===== src/rtl/a2d_arbiter_pkg.sv =====
// ---------------------------------------------------------------------------
// a2d_arb_pkg
// Shared types and constants for the A2D arbiter slice.
//   arb_state_t : arbiter FSM state encoding
//   CH_*        : A2D channel numbers used by the motion controller and the
//                 auxiliary monitor
//   CH_W/RES_W  : channel and result widths of the A2D interface
// ---------------------------------------------------------------------------
package a2d_arb_pkg;

    localparam int CH_W  = 3;
    localparam int RES_W = 12;

    typedef enum logic [1:0] {
        IDLE    = 2'd0,
        LAUNCH  = 2'd1,
        CONVERT = 2'd2,
        DONE    = 2'd3
    } arb_state_t;

    // IR sensor channels (port 0) and housekeeping channels (port 1)
    localparam logic [CH_W-1:0] CH_IN_L  = 3'd0;
    localparam logic [CH_W-1:0] CH_IN_R  = 3'd1;
    localparam logic [CH_W-1:0] CH_MID_L = 3'd2;
    localparam logic [CH_W-1:0] CH_OUT_R = 3'd3;
    localparam logic [CH_W-1:0] CH_MID_R = 3'd4;
    localparam logic [CH_W-1:0] CH_BATT  = 3'd5;
    localparam logic [CH_W-1:0] CH_OUT_L = 3'd7;

    // The port that must win a tie against the given last grantee
    function automatic logic rr_other(input logic last_gnt);
        return ~last_gnt;
    endfunction

endpackage


===== src/rtl/a2d_arbiter_if.sv =====
// ---------------------------------------------------------------------------
// a2d_arbiter_if
// Bus between the arbiter and the single A2D converter interface.
//   a2d_strt_cnv  : one-cycle start pulse          (arbiter -> converter)
//   a2d_chnnl     : channel to convert             (arbiter -> converter)
//   a2d_cnv_cmplt : one-cycle conversion-done pulse (converter -> arbiter)
//   a2d_res       : result, valid with a2d_cnv_cmplt (converter -> arbiter)
// Modports: master = arbiter side, slave = converter side.
// ---------------------------------------------------------------------------
interface a2d_arbiter_if;
    import a2d_arb_pkg::*;

    logic              a2d_strt_cnv;
    logic [CH_W-1:0]   a2d_chnnl;
    logic              a2d_cnv_cmplt;
    logic [RES_W-1:0]  a2d_res;

    modport master (
        output a2d_strt_cnv,
        output a2d_chnnl,
        input  a2d_cnv_cmplt,
        input  a2d_res
    );

    modport slave (
        input  a2d_strt_cnv,
        input  a2d_chnnl,
        output a2d_cnv_cmplt,
        output a2d_res
    );

endinterface


===== src/rtl/a2d_arbiter_rr_pick.sv =====
// ---------------------------------------------------------------------------
// a2d_rr_pick
// Combinational two-way round-robin pick.
//   pend_i[1:0] : pending request per port
//   last_gnt_i  : port granted most recently
//   gnt_vld_o   : at least one port is pending
//   gnt_o       : chosen port (meaningful only when gnt_vld_o=1)
// With both ports pending the port that was not granted last wins; with a
// single port pending that port wins regardless of history.
// ---------------------------------------------------------------------------
module a2d_rr_pick
    import a2d_arb_pkg::*;
(
    input  logic [1:0] pend_i,
    input  logic       last_gnt_i,
    output logic       gnt_vld_o,
    output logic       gnt_o
);

    always_comb begin
        gnt_vld_o = |pend_i;
        gnt_o     = 1'b0;
        case (pend_i)
            2'b01:   gnt_o = 1'b0;
            2'b10:   gnt_o = 1'b1;
            2'b11:   gnt_o = rr_other(last_gnt_i);
            default: gnt_o = 1'b0;
        endcase
    end

endmodule


===== src/rtl/a2d_arbiter.sv =====
// ---------------------------------------------------------------------------
// a2d_arbiter
// Shares one A2D converter between port 0 (motion controller, IR sensors)
// and port 1 (auxiliary monitor, battery/housekeeping). Each port may queue
// one request; requests are granted round-robin, one conversion runs at a
// time, the result is routed back to the owner, and a converter that never
// answers is aborted after TIMEOUT_CYC cycles in CONVERT.
//
// Parameters
//   TIMEOUT_CYC : CONVERT cycles without a2d_cnv_cmplt before abort
//   TMR_W       : timeout counter width, 2**TMR_W must exceed TIMEOUT_CYC
// Ports
//   clk, rst_n             : clock, asynchronous active-low reset
//   strt_cnv0/1, chnnl0/1  : one-cycle request and its channel per port
//   cnv_cmplt0/1           : one-cycle completion pulse per port
//   res                    : result, valid while a cnv_cmplt pulse is high,
//                            held between completions
//   busy0/1                : request pending or in flight for that port
//   a2d_err                : sticky timeout flag, cleared only by reset
//   a2d                    : converter bus (master side)
// ---------------------------------------------------------------------------
module a2d_arbiter
    import a2d_arb_pkg::*;
#(
    parameter int TIMEOUT_CYC = 1023,
    parameter int TMR_W       = 10
) (
    input  logic              clk,
    input  logic              rst_n,

    input  logic              strt_cnv0,
    input  logic [CH_W-1:0]   chnnl0,
    input  logic              strt_cnv1,
    input  logic [CH_W-1:0]   chnnl1,

    output logic              cnv_cmplt0,
    output logic              cnv_cmplt1,
    output logic [RES_W-1:0]  res,
    output logic              busy0,
    output logic              busy1,
    output logic              a2d_err,

    a2d_arbiter_if.master     a2d
);

    localparam logic [TMR_W-1:0] TMR_LAST = TMR_W'(TIMEOUT_CYC - 1);

    // -----------------------------------------------------------------------
    // State
    // -----------------------------------------------------------------------
    arb_state_t        state_q;
    logic              gnt_q;
    logic              last_gnt_q;
    logic [1:0]        pend_q;
    logic [1:0]        pend_d;
    logic [CH_W-1:0]   chnl0_q;
    logic [CH_W-1:0]   chnl1_q;
    logic [TMR_W-1:0]  timer_q;
    logic [RES_W-1:0]  res_q;
    logic [CH_W-1:0]   a2d_chnnl_q;
    logic              a2d_strt_q;
    logic [1:0]        cmplt_q;
    logic              err_q;

    logic              in_flight0;
    logic              in_flight1;
    logic              busy0_w;
    logic              busy1_w;
    logic              cap0;
    logic              cap1;
    logic              pick_vld;
    logic              pick;

    // -----------------------------------------------------------------------
    // Request capture and busy status
    // -----------------------------------------------------------------------
    // A port is in flight from the grant until the DONE cycle has retired it;
    // a request arriving while the port is busy is dropped so the channel
    // already queued is the one converted.
    assign in_flight0 = (state_q != IDLE) && (gnt_q == 1'b0);
    assign in_flight1 = (state_q != IDLE) && (gnt_q == 1'b1);
    assign busy0_w    = pend_q[0] | in_flight0;
    assign busy1_w    = pend_q[1] | in_flight1;
    assign cap0       = strt_cnv0 & ~busy0_w;
    assign cap1       = strt_cnv1 & ~busy1_w;

    // A port cannot capture in its own DONE cycle (it is still busy), so the
    // set and clear terms below never collide on the same bit.
    always_comb begin
        pend_d = pend_q | {cap1, cap0};
        if (state_q == DONE) begin
            pend_d[gnt_q] = 1'b0;
        end
    end

    a2d_rr_pick u_rr_pick (
        .pend_i     (pend_q),
        .last_gnt_i (last_gnt_q),
        .gnt_vld_o  (pick_vld),
        .gnt_o      (pick)
    );

    // -----------------------------------------------------------------------
    // Channel latches
    // -----------------------------------------------------------------------
    always_ff @(posedge clk or negedge rst_n) begin
        if (!rst_n) begin
            chnl0_q <= '0;
            chnl1_q <= '0;
        end else begin
            if (cap0) chnl0_q <= chnnl0;
            if (cap1) chnl1_q <= chnnl1;
        end
    end

    // -----------------------------------------------------------------------
    // Arbitration FSM with registered outputs
    // -----------------------------------------------------------------------
    always_ff @(posedge clk or negedge rst_n) begin
        if (!rst_n) begin
            state_q     <= IDLE;
            gnt_q       <= 1'b0;
            last_gnt_q  <= 1'b1;
            pend_q      <= 2'b00;
            timer_q     <= '0;
            res_q       <= '0;
            a2d_chnnl_q <= '0;
            a2d_strt_q  <= 1'b0;
            cmplt_q     <= 2'b00;
            err_q       <= 1'b0;
        end else begin
            pend_q     <= pend_d;
            a2d_strt_q <= 1'b0;
            cmplt_q    <= 2'b00;

            case (state_q)
                IDLE: begin
                    if (pick_vld) begin
                        gnt_q       <= pick;
                        a2d_chnnl_q <= pick ? chnl1_q : chnl0_q;
                        timer_q     <= '0;
                        // Raised here so the pulse lines up with the LAUNCH cycle
                        a2d_strt_q  <= 1'b1;
                        state_q     <= LAUNCH;
                    end
                end

                LAUNCH: begin
                    state_q <= CONVERT;
                end

                CONVERT: begin
                    // A completion in the final timer cycle still wins over
                    // the abort.
                    if (a2d.a2d_cnv_cmplt) begin
                        res_q   <= a2d.a2d_res;
                        state_q <= DONE;
                    end else if (timer_q == TMR_LAST) begin
                        res_q   <= '0;
                        err_q   <= 1'b1;
                        state_q <= DONE;
                    end else begin
                        timer_q <= timer_q + 1'b1;
                    end
                end

                DONE: begin
                    cmplt_q    <= gnt_q ? 2'b10 : 2'b01;
                    last_gnt_q <= gnt_q;
                    state_q    <= IDLE;
                end

                default: begin
                    state_q <= IDLE;
                end
            endcase
        end
    end

    // -----------------------------------------------------------------------
    // Outputs
    // -----------------------------------------------------------------------
    assign a2d.a2d_strt_cnv = a2d_strt_q;
    assign a2d.a2d_chnnl    = a2d_chnnl_q;

    assign cnv_cmplt0 = cmplt_q[0];
    assign cnv_cmplt1 = cmplt_q[1];
    assign res        = res_q;
    assign busy0      = busy0_w;
    assign busy1      = busy1_w;
    assign a2d_err    = err_q;

endmodule


===== src/flat_wrapper.sv =====
// flat-port wrapper written by rule: the top's interface ports become plain ports
module a2d_arbiter_flat import a2d_arb_pkg::*;
#(
    parameter int TIMEOUT_CYC = 1023,
    parameter int TMR_W       = 10
)
  (clk, rst_n, strt_cnv0, chnnl0, strt_cnv1, chnnl1, cnv_cmplt0, cnv_cmplt1, res, busy0, busy1, a2d_err, a2d_a2d_strt_cnv, a2d_a2d_chnnl, a2d_a2d_cnv_cmplt, a2d_a2d_res);
  a2d_arbiter_if a2d_i ();
  input  logic clk;
  input  logic rst_n;
  input  logic strt_cnv0;
  input  logic [CH_W-1:0] chnnl0;
  input  logic strt_cnv1;
  input  logic [CH_W-1:0] chnnl1;
  output logic cnv_cmplt0;
  output logic cnv_cmplt1;
  output logic [RES_W-1:0] res;
  output logic busy0;
  output logic busy1;
  output logic a2d_err;
  output wire logic [$bits(a2d_i.a2d_strt_cnv)-1:0] a2d_a2d_strt_cnv;
  output wire logic [$bits(a2d_i.a2d_chnnl)-1:0] a2d_a2d_chnnl;
  input wire logic [$bits(a2d_i.a2d_cnv_cmplt)-1:0] a2d_a2d_cnv_cmplt;
  input wire logic [$bits(a2d_i.a2d_res)-1:0] a2d_a2d_res;
  assign a2d_a2d_strt_cnv = a2d_i.a2d_strt_cnv;
  assign a2d_a2d_chnnl = a2d_i.a2d_chnnl;
  assign a2d_i.a2d_cnv_cmplt = a2d_a2d_cnv_cmplt;
  assign a2d_i.a2d_res = a2d_a2d_res;
  a2d_arbiter #(.TIMEOUT_CYC(TIMEOUT_CYC), .TMR_W(TMR_W)) u_core (.clk(clk), .rst_n(rst_n), .strt_cnv0(strt_cnv0), .chnnl0(chnnl0), .strt_cnv1(strt_cnv1), .chnnl1(chnnl1), .cnv_cmplt0(cnv_cmplt0), .cnv_cmplt1(cnv_cmplt1), .res(res), .busy0(busy0), .busy1(busy1), .a2d_err(a2d_err), .a2d(a2d_i));
endmodule

===== config.mk =====
export PLATFORM = sky130hd
export DESIGN_NAME = a2d_arbiter_flat
export DESIGN_NICKNAME = d
export VERILOG_FILES = /design/src/rtl/a2d_arbiter_pkg.sv /design/src/rtl/a2d_arbiter_if.sv /design/src/rtl/a2d_arbiter_rr_pick.sv /design/src/rtl/a2d_arbiter.sv /design/src/flat_wrapper.sv
export SDC_FILE = /design/constraint.sdc
export NUM_CORES = 1
export LEC_CHECK = 0
export CORE_MARGIN = 2
export CORE_UTILIZATION = 38
export CTS_BUF_LIST = sky130_fd_sc_hd__clkbuf_8
export DETAILED_ROUTE_END_ITERATION = 10
export GPL_TIMING_DRIVEN = 0
export PLACE_DENSITY = 0.69
export SLEW_MARGIN = 30
export SYNTH_ARGS = -nofsm -noshare
export SYNTH_HDL_FRONTEND = slang
export SYNTH_SLANG_ARGS = --single-unit
export TNS_END_PERCENT = 1

===== constraint.sdc =====
create_clock -name clk -period 3.7 [get_ports clk]
set_clock_uncertainty 0.15 [all_clocks]
set_input_delay 0.555 -clock clk [delete_from_list [all_inputs] [get_ports clk]]
set_output_delay 0.555 -clock clk [all_outputs]
set_load 0.01 [all_outputs]

Yosys cells after proc, flatten, opt, wreduce, memory -nomap -nowiden
Cells that the tools add are included.
Cells by class
  add/subtract/negate cells: 1
  multiply operators: 0
  div/mod/pow operators: 0
  order comparisons: 2
  equal/unequal tests: 10
  shift operators: 0
  multiplexer cells: 19
  bitwise logic cells: 12
  reduce and logical (&&, ||, !) cells: 13
Operators by type and width (number)
  $mux 10: 3
  $mux 12: 2
  $pmux 10 s2: 1
  $mux 2: 6
  $add 10x1->10 const B: 1
  $eq 10x10->1 const B: 1
  $eq 2x2->1 const B: 4
  $pmux 2 s4: 1
  $reduce_and 2->1: 3
  $reduce_bool 2->1: 3
  $not 1->1: 5
  $ne 2x2->1 const B: 2
  $reduce_and 4->1: 1
  $logic_and 1x1->1: 3
  $mux 1: 3
  $mux 3: 1
  $ne 3x2->1 const B: 1
  $reduce_and 3->1: 1
  $and 1x1->1: 2
  $and 2x2->2: 1
  $eq 2x1->1 const B: 1
  $logic_not 2->1: 1
  $lt 1x2->1 const B: 1
  $ne 2x1->1 const B: 1
  other kinds (7): 8
Storage, ports and cells
  register bits after elaboration: 41
  latch bits: 0
  memory bits (writable): 0
  ROM bits: 0
  input port bits: 23
  output and inout port bits: 21
  word-level logic and storage cells: 69
  memories kept: 0

Logic depth before layout (Yosys ltp)
Gate-level depths: netlist (run 1).
  word-level depth: 8
  mapped depth: 7
  mapped depth without buffers: 6

Hierarchy
Synthesis (run 1) repeated with hierarchy kept, for this count alone.
Unflattened totals
  cell total of the unflattened synthesis: 167
  area total of the unflattened synthesis: 1903.1 sq um
Modules (own cells, without submodules)
  a2d_arbiter: instances 1, cells each 165, area an instance 1889.3 sq um, seq. area each 1027.2 sq um
  a2d_rr_pick: instances 1, cells each 2, area an instance 13.8 sq um, seq. area each 0.0 sq um

Worst setup path after synthesis (run 1)
OpenSTA, ideal clock, no wires.
  path type: register to register
  from: reg u_core.state_q[0]
  to: reg u_core.timer_q[1]
  setup time: 125 ps
  data arrival time: 1697 ps
  data required time: 3425 ps
  slack: 1728 ps
  stages on the path, launching flop included: 7
  buffers on the path: 1
  period minus slack after synthesis: 1972 ps
  cells stage by stage: dfrtp_1 > inv_1 > ha_1 > buf_6 > nor3b_4 > a2111oi_4 > mux2_4
On the way
  word-level cells in the longest chain between the ends: 3
  elaborated cells on any way between the ends: 8
  those cells by class: 4 x eq/ne; 1 x mux; 3 x reduce/logical
Ends and longest elaborated chain
  start, declared: line a2d_arbiter.sv:51  | arb_state_t state_q;
  start signal, assigned: line a2d_arbiter.sv:121  | state_q <= IDLE;
  start signal, assigned: line a2d_arbiter.sv:144  | state_q <= LAUNCH;
  start signal, assigned: line a2d_arbiter.sv:149  | state_q <= CONVERT;
  $eq 2x2->1 or $logic_not 2->1 (tied branches): line a2d_arbiter.sv:136  | case (state_q)
  $ne 2x2->1 (no line) (tied with other cells)
  $reduce_and 4->1 (no line)
  end signal, assigned: line a2d_arbiter.sv:163  | timer_q <= timer_q + 1'b1;
  end, declared: line a2d_arbiter.sv:58  | logic [TMR_W-1:0] timer_q;
Several ways; a longest one is shown, not always the timed one.
A chain may end at the register's enable or synchronous reset.

Final worst setup path (run 1)
  from: reg u_core.state_q[1]
  to: out busy0
On the way
  word-level cells in the longest chain between the ends: 3
Ends and longest elaborated chain
  $reduce_bool 2->1: line a2d_arbiter.sv:80  | assign in_flight0 = (state_q != IDLE) && (gnt_q == 1'b0);
  $logic_and 1x1->1: line a2d_arbiter.sv:80
  $or 1x1->1: line a2d_arbiter.sv:82  | assign busy0_w = pend_q[0] | in_flight0;
  end, declared: line flat_wrapper.sv:18  | output logic busy0;
Every way passes these cells.

==> results of run 1 <==
## report_power, final
part	internal [mW]	switching, mW
logic	0.448	0.390
registers	0.625	0.126
clock network	0.151	0.162
## sequential cells by signal (all words and copies together) (netlist names)
register and cells:
u_core.gnt_q 1, u_core.chnl0_q 3, u_core.a2d.a2d_chnnl 3, u_core.timer_q 10, u_core.a2d_err 1, u_core.cmplt_q 2, u_core.res 12, u_core.a2d.a2d_strt_cnv 1
u_core.pend_q 2, u_core.chnl1_q 3, u_core.state_q 2, u_core.last_gnt_q 1
## cell usage in the layout (no fill, tap or decap), types with 6 or more instances in the layout
cell type and count:
nand2_1 10, clkdlybuf4s50_1 42, mux2_2 7, inv_1 10, a22o_1 12, o21ai_0 10, dfrtp_1 40, nor2_1 7
a31oi_1 7, clkbuf_8 6
## cell families after synthesis
| kind of cell | share of synthesized area (%) |
|---|---|
| and+or+nand+nor | 13.6 |
| muxes | 7.53 |
| AOI/OAI and AO/OA | 18.5 |
| buffers and inverters | 3.77 |
| DFF | 53.3 |
| adders and majority gates | 3.25 |
## final cells by class
| class | count | area, um2 | share of cell area [%] |
|---|---|---|---|
| buffer | 6 | 35.0 | 1.37 |
| clock buffer | 6 | 82.6 | 3.24 |
| clock inverter | 2 | 13.8 | 0.539 |
| inverter | 10 | 37.5 | 1.47 |
| multi-input combinational | 107 | 827 | 32.4 |
| sequential | 41 | 1030 | 40.2 |
| tap | 67 | 83.8 | 3.28 |
| timing repair buffer | 44 | 445 | 17.5 |
## final timing paths
| kind | startpoint | to | slack (ns) | cells past startpoint |
|---|---|---|---|---|
| worst max-delay path | u_core.state_q[1]$_DFFE_PN0P_ | busy0 | 1.21 | 5 |
| max in group asynchronous | rst_n | u_core.timer_q[2]$_DFFE_PN0P_ | 2.90 | 2 |
| worst min-delay path | rst_n | u_core.chnl0_q[0]$_DFFE_PN0P_ | 0.03 | 1 |
| worst min register to register | u_core.a2d_err$_DFFE_PN0P_ | u_core.a2d_err$_DFFE_PN0P_ | 0.32 | 1 |
| worst max register to register | u_core.timer_q[0]$_DFFE_PN0P_ | u_core.timer_q[1]$_DFFE_PN0P_ | 1.49 | 6 |
| min in group clk | u_core.a2d_err$_DFFE_PN0P_ | u_core.a2d_err$_DFFE_PN0P_ | 0.32 | 1 |
## routing by layer
layer	part of all wire [%]	up-vias	GRT usage, %	wire length (um)
met5	0	-	0	0
met4	1.9	0	7.02	75
met3	5.3	7	3.21	209
met2	49	43	25.8	1910
met1	44	691	19.9	1730
li1	-	706	-	-
==> results.yml, run 1 <==
yosys:
  synthesis.area_mm2: 0.00193
  ys_top_cells_by_area: "dfrtp_1 (52%), a22o_1 (5.5%), mux2_2 (4.1%)"
  synth_commonest_cells: "dfrtp_1 (40), a22o_1 (12), inv_1 (10), nand2_1 (10), o21ai_0 (10)"
  synth_cells: 164
  async_reset_ff_share_pct: 100
  yosysMostFrequentCell: "dfrtp_1"
  yosys.area.top_type: "dfrtp_1"
  synth_cell_types: 44
  syn-num-nets: 192
  synth.top_cell.area_share_pct: 51.9
  synthFlopType: "dfrtp_1"
  syn_avg_cell_area_um2: 11.7
  ys_seq_area_share_pct: 53.3
  synth_seq_cells: 41
  synth-edff-count: 0
  yosysWarningCount: 0
grt:
  antenna_found_initial: 0
  grt_pass1_vias: 1422
  globalRoute.totalOverflow: 0
  grt_max_degree: 26
  grt_first_pass_wirelength_mm: 6.71
  track_usage_pct: 15.7
timing:
  drv_slew: 0
  setup_viol: 0
  slew_headroom_pct: 53.0
  fmax_mhz: 401
  tightest_slew_ns: 0.701
  period_needed_ns: 2.49
  whs_ns: 0.0291
  period_share_pct: 67.4
  finalHoldViolations: 0
  setup_ws_ns: 1.21
  rsz0062_at_grt: "false"
  tns_ns: 0
place:
  portBuffers: 43
  hpwl_mm: 2.87
  place_ws_ns: 1.15
  placed_area_mm2: 0.00246
  gp_congestion: 0.777
  dp.cells: 275
setup_path:
  cp.arrival_ns: 1.79
  crit_required_ns: 2.99
  startpoint_type: "flop"
  critPathMaxStageDelay_ns: 0.56
  worstSetupPathType: "reg2out"
  cpLargestDelayFamily: "buffers and inverters"
  crit_buf_inv: 3
  crit_path_end_kind: "output pin"
  crit_chain: "inv_1 -> ha_1 -> buf_6 -> o21ai_0 -> clkdlybuf4s50_1"
  path_max_fanout: 9
  worst_path_max_delay_cell: "clkdlybuf4s50_1"
routing:
  wl_mm: 3.92
  final_antenna_net_count: 0
  drcViolationCount: 0
  drt_iter0_markers: 76
  routedWlPerCell_um: 13.9
  drt_pass1_iterations: 4
  vias: 1447
  via_per_inst: 5.11
cts:
  cts_sinks: 41
  cts_root_buffer: "clkbuf_8"
  ctsHoldBuffers: 0
  cts.clk_slew.worst_paths_ns: 0.08
  cts_tree: "built"
  ctsResizeCount: 0
  cts.path.max_buffers: 2
  cts_buffers: 5
  htreeDepth: 2
  insertion_delay_ns: 0.30
  post_cts_buffers: 0
worst_hold_path:
  hold_class: "in2async"
final_layout:
  stdcell_area_mm2: 0.00255
  syn_to_final_growth_pct: 32.5
  fin_nets: 243
  drive_gt1_share_pct: 14.4
  utilization_pct: 53.0
  fin_cells: 283
  antennaDiodeCount: 0
  fillCellCount: 450
outcome:
  outcome: "complete, no violations"
floorplanning:
  core_area_mm2: 0.00482
  die_y_um: 75.2
  fp.dieArea_mm2: 0.00566
  io_pins: 44
  start_util_pct: 40.0
  die-width_um: 75.2
  rows: 25
flow_run:
  drv_cap: 0
pwr:
  total_power_mw: 1.90
  p_leak_nw: 1.13
  p_per_area_mw_per_mm2: 745
  ir_drop_v: 0.000328
Note: power is estimated with default switching activity, not from simulation.
==> run 2, diff against run 1 <==
==> constraint.sdc (replaced) <==
create_clock -name clk -period 2.3 [get_ports clk]
set_clock_uncertainty 0.15 [all_clocks]
set_input_delay 0.345 -clock clk [delete_from_list [all_inputs] [get_ports clk]]
set_output_delay 0.345 -clock clk [all_outputs]
set_load 0.01 [all_outputs]
==> run 2 against run 1 <==
Routed wire length grew 0.54%. Design area is 0.59% higher. First-iteration DRC count decreased by 1.3%. Sequential share of layout area fell by 0.24 points. Clock power up 61%. Global-route usage is the same. Setup slack got worse by 1.1 ns. Clock-buffer cell count stayed put. Flip-flop and latch count is the same. Register-to-register slack worse by 1.4 ns. Die area stayed put.
==> results.yml, run 2 (synthesis gave the netlist of run 1 again) <==
final_layout:
  fin_nets: 244
  multi_input_area_um2: 827
  ff_latch_area_mm2: 0.00103
  utilization_pct: 53.3
  syn_to_final_growth_pct: 33.2
  drive_gt1_share_pct: 14.3
  fin_cells: 284
  antennaDiodeCount: 0
  final_cell_mix: "clkdlybuf4s50_1 (40), dfrtp_1 (40), a22o_1 (12)"
  largest_register_ffs: 12
  fillCellCount: 450
  stdcell_area_mm2: 0.00257
cts:
  cts_tree: "built"
  cts.path.max_buffers: 2
  post_cts_buffers: 0
  insertion_delay_ns: 0.30
  cts_sinks: 41
  cts_buffers: 5
  cts.clk_slew.worst_paths_ns: 0.08
  cts_root_buffer: "clkbuf_8"
  htreeDepth: 2
flow_run:
  drv_cap: 0
setup_path:
  startpoint_type: "flop"
  crit_path_end_kind: "flop"
  timing.rr.end: "u_core.timer_q[1]$_DFFE_PN0P_"
  crit_required_ns: 2.34
  cp.arrival_ns: 2.25
  worstSetupPathType: "reg2reg"
  ff2ff_path_depth: 6
  path_max_fanout: 9
  rr_startpoint: "u_core.timer_q[0]$_DFFE_PN0P_"
  r2r_setup_slack_ns: 0.08
grt:
  globalRoute.totalOverflow: 0
  antenna_found_initial: 0
  track_usage_pct: 15.7
  grt_max_degree: 26
  grt_first_pass_wirelength_mm: 6.71
  grt_pass1_vias: 1426
timing:
  tightest_slew_ns: 0.681
  setup_viol: 0
  slew_headroom_pct: 54.3
  period_needed_ns: 2.22
  finalHoldViolations: 0
  whs_ns: 0.315
  fmax_mhz: 451
  period_share_pct: 96.3
  rsz0062_at_grt: "true"
  drv_slew: 0
  tns_ns: 0
outcome:
  outcome: "complete, no violations"
place:
  portBuffers: 43
  placed_area_mm2: 0.00246
  hpwl_mm: 2.87
  gp_congestion: 0.777
  dp.cells: 275
floorplanning:
  die-width_um: 75.2
  core_area_mm2: 0.00482
  rows: 25
  die_y_um: 75.2
  fp.dieArea_mm2: 0.00566
  io_pins: 44
  start_util_pct: 40.0
pwr:
  ir_drop_v: 0.000526
  p_per_area_mw_per_mm2: 1190
  p_leak_nw: 1.14
worst_hold_path:
  hold_start: "u_core.a2d_err$_DFFE_PN0P_"
  holdPathStages: 1
  hold_class: "reg2reg"
  hold_path_end: "u_core.a2d_err$_DFFE_PN0P_"
routing:
  drt_pass1_iterations: 4
  wl_mm: 3.94
  drt_iter0_markers: 75
  routedWlPerCell_um: 13.9
  vias: 1452
  via_per_inst: 5.11
  final_antenna_net_count: 0
  drcViolationCount: 0
## run 2: cell types whose count changed in the layout (fill, tap and decap cells not counted), sizes merged
| cell | change |
|---|---|
| dlygate4sd3 | +1 |
| dlymetal6s2s | +2 |
| clkdlybuf4s50 | -2 |
## run 2: report_power, final
group / internal (mW) / total, mW / switching, mW
clock: 0.243 / 0.504 / 0.260
combinational: 0.716 / 1.34 / 0.628
sequential: 1.01 / 1.21 / 0.204
## run 2: timing repair
| item | CTS | global route |
|---|---|---|
| resized for setup | 0 | 2 |
| hold buffers | 1 | 0 |
| endpoints found under the setup margin | 0 | 3 |
| hold endpoints to repair | 15 | 0 |
## run 2: worst max path at each step
stage | start | slack, ns | to
floorplan | u_core.state_q[0]$_DFFE_PN0P_ | 0.33 | u_core.timer_q[1]$_DFFE_PN0P_
global placement | rst_n | -0.30 | u_core.timer_q[6]$_DFFE_PN0P_
CTS | u_core.state_q[1]$_DFFE_PN0P_ | 0.005 | busy0
finish | u_core.timer_q[0]$_DFFE_PN0P_ | 0.08 | u_core.timer_q[1]$_DFFE_PN0P_
global route | u_core.timer_q[0]$_DFFE_PN0P_ | -0.05 | u_core.timer_q[1]$_DFFE_PN0P_
detailed placement | a2d_a2d_cnv_cmplt | -0.04 | u_core.timer_q[1]$_DFFE_PN0P_
## run 2: worst max-delay path: stages (launching register included)
cell,delay (ns)
dfrtp_1,0.46
inv_1,0.10
ha_1,0.20
nand2_1,0.15
nor3_4,0.09
a2111oi_4,0.60
mux2_4,0.35
## run 2: per-layer routing
| layer | GRT usage, % | up-vias | share of wire (%) |
|---|---|---|---|
| li1 | - | 708 | - |
| met1 | 19.8 | 694 | 43 |
| met2 | 25.9 | 43 | 50 |
| met3 | 3.21 | 7 | 5.2 |
| met4 | 7.02 | 0 | 1.9 |
| met5 | 0 | - | 0 |
## run 2: final cells by class
cell class,instances,area share [%]
Clock buffer,6,3.22
Timing Repair Buffer,45,17.9
Buffer,6,1.36
Clock inverter,2,0.536
Inverter,10,1.46
Sequential cell,41,40.0
Multi-Input combinational cell,107,32.2
Tap cell,67,3.27
## run 2: through the flow
step / setup slack [ns] / power (mW)
after floorplan: 0.328 / 2.00
after global placement: -0.304 / 2.55
after detailed placement: -0.0368 / 2.58
after CTS: 0.00501 / 3.10
after global routing: -0.0516 / 3.29
final: 0.0848 / 3.06
